==> src/rtl/instr_fetch.sv <==
// Instruction fetch stage: issues one instruction-memory read at a time,
// holds the fetched word in a single output slot for decode, and handles
// PC redirects by discarding any response that belongs to the old stream.
module instr_fetch #(
  parameter logic [31:0] RESET_PC = 32'h0000_0000
) (
  input  logic        clk,
  input  logic        rst,
  output logic        imem_req,
  output logic [31:0] imem_addr,
  input  logic        imem_gnt,
  input  logic        imem_rvalid,
  input  logic [31:0] imem_rdata,
  input  logic        redirect,
  input  logic [31:0] redirect_pc,
  output logic        if_valid,
  input  logic        if_ready,
  output logic [31:0] if_instr,
  output logic [31:0] if_pc,
  output logic [31:0] if_pc4
);

  localparam logic [31:0] NOP = 32'h0000_0013;

  // REQ: may issue; WAIT: response owed to current stream;
  // DROP: response owed to a stream a redirect has abandoned.
  typedef enum logic [1:0] {REQ, WAIT, DROP} state_t;

  state_t      state, state_nxt;
  // The PC is always word aligned, so only the upper 30 bits are stored;
  // incrementing them wraps modulo 2^32 on the full address.
  logic [31:2] pc;
  logic        slot_free;
  logic        load;

  // Output slot can accept a new word if empty or being consumed this cycle.
  assign slot_free = !if_valid || if_ready;
  // A response is kept only if it belongs to the live stream and no redirect
  // arrives alongside it.
  assign load      = (state == WAIT) && imem_rvalid && !redirect;
  assign imem_addr = {pc, 2'b00};

  // Next-state and request logic.
  // NOTE: every output of this block gets a default first, so no path can
  // leave a value unassigned and infer a latch.
  always_comb begin
    state_nxt = state;
    imem_req  = 1'b0;
    case (state)
      REQ: begin
        imem_req = slot_free && !rst;
        if (imem_req && imem_gnt) begin
          state_nxt = redirect ? DROP : WAIT;
        end
      end
      WAIT: begin
        if (imem_rvalid) begin
          state_nxt = REQ;
        end else if (redirect) begin
          state_nxt = DROP;
        end
      end
      DROP: begin
        if (imem_rvalid) begin
          state_nxt = REQ;
        end
      end
      default: state_nxt = REQ;
    endcase
  end

  // State register.
  // NOTE: sequential state is written with non-blocking assignments so every
  // register samples pre-edge values regardless of block ordering.
  always_ff @(posedge clk or posedge rst) begin
    if (rst) begin
      state <= REQ;
    end else begin
      state <= state_nxt;
    end
  end

  // Program counter: redirect wins, otherwise step past each kept word.
  always_ff @(posedge clk or posedge rst) begin
    if (rst) begin
      pc <= RESET_PC[31:2];
    end else if (redirect) begin
      pc <= redirect_pc[31:2];
    end else if (load) begin
      pc <= pc + 30'd1;
    end
  end

  // Output slot: load fetched word, hold under back-pressure, flush on redirect.
  always_ff @(posedge clk or posedge rst) begin
    if (rst) begin
      if_valid <= 1'b0;
      if_instr <= NOP;
      if_pc    <= RESET_PC;
      if_pc4   <= RESET_PC + 32'd4;
    end else if (redirect) begin
      if_valid <= 1'b0;
    end else if (load) begin
      if_valid <= 1'b1;
      if_instr <= imem_rdata;
      if_pc    <= {pc, 2'b00};
      if_pc4   <= {pc + 30'd1, 2'b00};
    end else if (if_valid && if_ready) begin
      if_valid <= 1'b0;
    end
  end

endmodule
==> config.mk <==
export PLATFORM = sky130hd
export DESIGN_NAME = instr_fetch
export DESIGN_NICKNAME = d
export VERILOG_FILES = /design/src/rtl/instr_fetch.sv
export SDC_FILE = /design/constraint.sdc
export NUM_CORES = 1
export LEC_CHECK = 0
export ABC_AREA = 1
export BUFFER_PORTS_ARGS = -buffer_cell sky130_fd_sc_hd__buf_2
export CAP_MARGIN = 10
export CORE_MARGIN = 8
export CORE_UTILIZATION = 54
export CTS_CLUSTER_DIAMETER = 40
export DETAILED_ROUTE_END_ITERATION = 8
export HOLD_SLACK_MARGIN = 0.1
export PLACE_DENSITY = 0.93
export SLEW_MARGIN = 25
export SYNTH_ARGS = -nofsm -noshare
export SYNTH_HDL_FRONTEND = slang
export SYNTH_SLANG_ARGS = --single-unit
==> constraint.sdc <==
create_clock -name clk -period 11.1 [get_ports clk]
set_input_delay 1.665 -clock clk [delete_from_list [all_inputs] [get_ports clk]]
set_output_delay 1.665 -clock clk [all_outputs]
set_load 0.005 [all_outputs]
==> metrics.md <==
| Metric | Value |
|---|---|
| Clock latency on the worst-skew pair | `about 520 ps` |
| Post-cts repair resize count | `0` |
| Initial Util | `between 50 and 60%` |
| Leak Pwr | `~4 nW` |
| Yosys warning count | `0` |
| Ys async rst share | `100%` |
| Crit-path slowest cell | `inv_4` |
| GR Util met1 | `between 20 and 30%` |
| Sequential-to-total area share from yosys stat | `54.8%` |
| Avg Cell Area, Syn | `roughly 8 sq um` |
| Crit path launch | `rst` |
| Hold Crit Class | `register to register` |
| Post-layout utilization of the core | `a little over two thirds` |
| Worst slew pin tran | `802 ps` |
| Cell area after synthesis | `5710 sq um` |
| Antenna violations before repair | `0` |
| Most used DFF post-synth | `dfrtp_1` |
| Number of synthesized flops with an enable pin | `0` |
| Initial DRC count | `around 470` |
| Clock root cell | `clkbuf_8` |
| Layout cell share with drive strength beyond 1 | `about 29%` |
| Reg2reg start | `state[1]` |
| RSZ-0062 raised after global routing | `false` |
| Placeable core region | `10300 sq um` |
| Worst Path Arrival | `roughly 2800 ps` |
| GRT overflow | `0` |
| R2R Path End | `pc[29]` |
| Status | `completed` |
| Postcts setup bufs | `0` |
| Critical Path Stages | `5` |
| Global-route wire length before repair | `about 28 mm` |
| Largest net degree at the start of global routing | `118` |
| Crit path capture type | `primary output` |
| Synthesized netlist cell count | `~710` |
| Die Y | `~120 microns` |
| Cell Count Post-Placement | `1018` |
| Worst setup SP type | `input pin` |
| Number of fill cells in the layout | `approximately 770` |
| Max FO, Critical Path | `64` |
| Max H-tree Level | `4` |
| Die width | `119 microns` |
| Final Max Tran Viols | `0` |
| Routed WL | `around 17 mm` |
| Vias per cell | `around 5` |
| Max-cap viol count | `0` |
| Io pins | `200` |
| Post-route clock period utilization | `between 30% and 40%` |
| Site row count | `37` |
| Antenna cells | `0` |
| Seq cells post-synth | `125` |
| Synth unique cells | `28` |
| Most frequent cells in the layout | `nand2_1 (334), buf_2 (191), dfrtp_1 (121), nand3_1 (53), inv_1 (41)` |
| Final setup fails | `0` |
| CTS tree | `done` |
| Final Critical Period | `about 4400 ps` |
| Vias | `between 5000 and 6000` |
| Met2 Use GR | `approximately two fifths` |
| Crit path cell chain | `buf_2 -> inv_4 -> nand2_1 -> nor3_1 -> buf_2` |
| Clock skew | `9.58 ps` |
| Area growth syn-to-layout | `27.4%` |
| CP Capture Point | `imem_req` |
| Setup TNS | `0 ps` |
| Final Non-Filler Cells | `between 1000 and 1500` |
| Hold slack | `470 ps` |
| DRC | `0` |
| DP HPWL | `around 12 mm` |
| Fmax achieved | `around 0.23 GHz` |
| Slew HR | `between 40% and 50%` |
| Total die area | `14100 sq um` |
| Number of global-route vias before repair | `5399` |
| Critical Path Most Common Cell | `buf_2` |
| GRT Total Usage | `about a quarter` |
| Commonest non-fill, non-tap cell in the layout | `nand2_1` |
| Worst Path Required | `between 9000 and 10000 ps` |
| DR WL/cell | `16.2 microns` |
| Post-CTS Hold Buffers | `0` |
| Clock Pin Slew Worst Setup and Hold Paths | `50 ps` |
| # clock sinks | `roughly 130` |
| GR met3 Demand/Resource | `approximately 8%` |
| Crit path buffers/inverters | `3` |
| CP max stage delay | `between 500 and 600 ps` |
| FF-to-FF path depth | `6` |
| Peak VDD IR | `roughly 0.00012 V` |
| Final hold violations | `0` |
| P per Cell Area | `roughly 250 nW/um^2` |
| Flop2flop setup slack | `between 9000 and 10000 ps` |
| Kind of critical path | `input pin to primary output` |
| TritonCTS buffer count | `17` |
| Final GP Congestion | `a little under 0.9` |
| # nets final | `972` |
| Port Buffer Count | `between 150 and 200` |
| Cell area after layout | `slightly above 7000 sq um` |
| CP delay by family, top | `buffers and inverters` |
| ANT nets after route | `0` |
| First drt pass iteration count | `5` |
| Longest Clk Path Bufs | `2` |
| Post-DP Area | `between 6000 and 7000 sq um` |
| Global route hottest layer | `met2` |
[layout make-up]
class                   instances  area (sq um)  area share (%)
clock buffers                  24           460            6.33
clock inverters                 8          92.6            1.27
inverters                      50           190            2.61
multi-input cells             513          2250            30.9
flip-flops and latches        125          3130            43.0
well taps                     136           170            2.34
repair buffers                194           982            13.5
[routing by layer]
| metal | vias to the layer above | routed length [microns] | share of wire (%) |
|---|---|---|---|
| met3 | 34 | 1560 | 9.1 |
| li1 | 2577 | - | - |
| met2 | 273 | 8110 | 48 |
| met4 | 0 | 412 | 2.4 |
| met1 | 2492 | 6950 | 41 |
| met5 | - | 0 | 0 |
[synth_stat cells (all sizes together) (2+ instances only)]
master  number  area share (%)
nand2      345              23
dfrtp      121              53
nand3       54             4.9
inv         49             3.2
o21ai       46             4.0
nor2        45             4.6
buf         20             2.1
clkbuf      11            0.72
dfstp        4             1.8
xnor2        4            0.61
a21oi        3            0.26
and2         2            0.22
nor3         2            0.18
o21bai       2            0.26
[sequential cells by signal (all words and copies together), names as in the netlist]
register / count
if_instr: 32
if_pc: 30
if_pc4: 30
if_valid: 1
pc: 30
state: 2
[report_power, final]
group	internal [W]	leakage, nW	switching, W
sequential	0.000652	1.57	0.000123
combinational	0.000235	2.26	0.000294
clock	0.000329	0.273	0.000189
total	0.00122	4.10	0.000605
[metrics by stage]
stage	power [W]	setup slack [ps]
after global routing	0.00194	6470
after global placement	0.00128	6660
after CTS	0.00183	6590
final	0.00182	6660
after detailed placement	0.00131	6640
after floorplan	0.00102	4790
[worst min path at each step]
stage	cells past startpoint	startpoint	end	slack (ps)
2_1_floorplan	2	if_instr[0]	if_instr[0]	460
3_3_place_gp	2	if_instr[1]	if_instr[1]	450
3_5_place_dp	2	if_instr[12]	if_instr[12]	460
4_1_cts	2	if_instr[1]	if_instr[1]	470
5_1_grt	2	if_instr[26]	if_instr[26]	490
6_report	2	if_instr[12]	if_instr[12]	470
[worst min-delay path, delay by kind of cell (launching register included)]
| kind | cells | cell delay [ps] |
|---|---|---|
| flops | 1 | 330 |
| simple gates | 2 | 110 |
[cells by family (layout without fill, tap and decap cells)]
family / Yosys count / in the layout / share of synthesized area (%)
other cells: 1 / 6 / 0.0656
xor+xnor: 4 / 4 / 0.613
buf+inv: 81 / 276 / 6.11
simple gates: 449 / 449 / 33.4
compound gates: 53 / 53 / 4.80
fa+ha+maj: 1 / 1 / 0.219
flops: 125 / 125 / 54.8
Power figures use the tool's default switching activity.
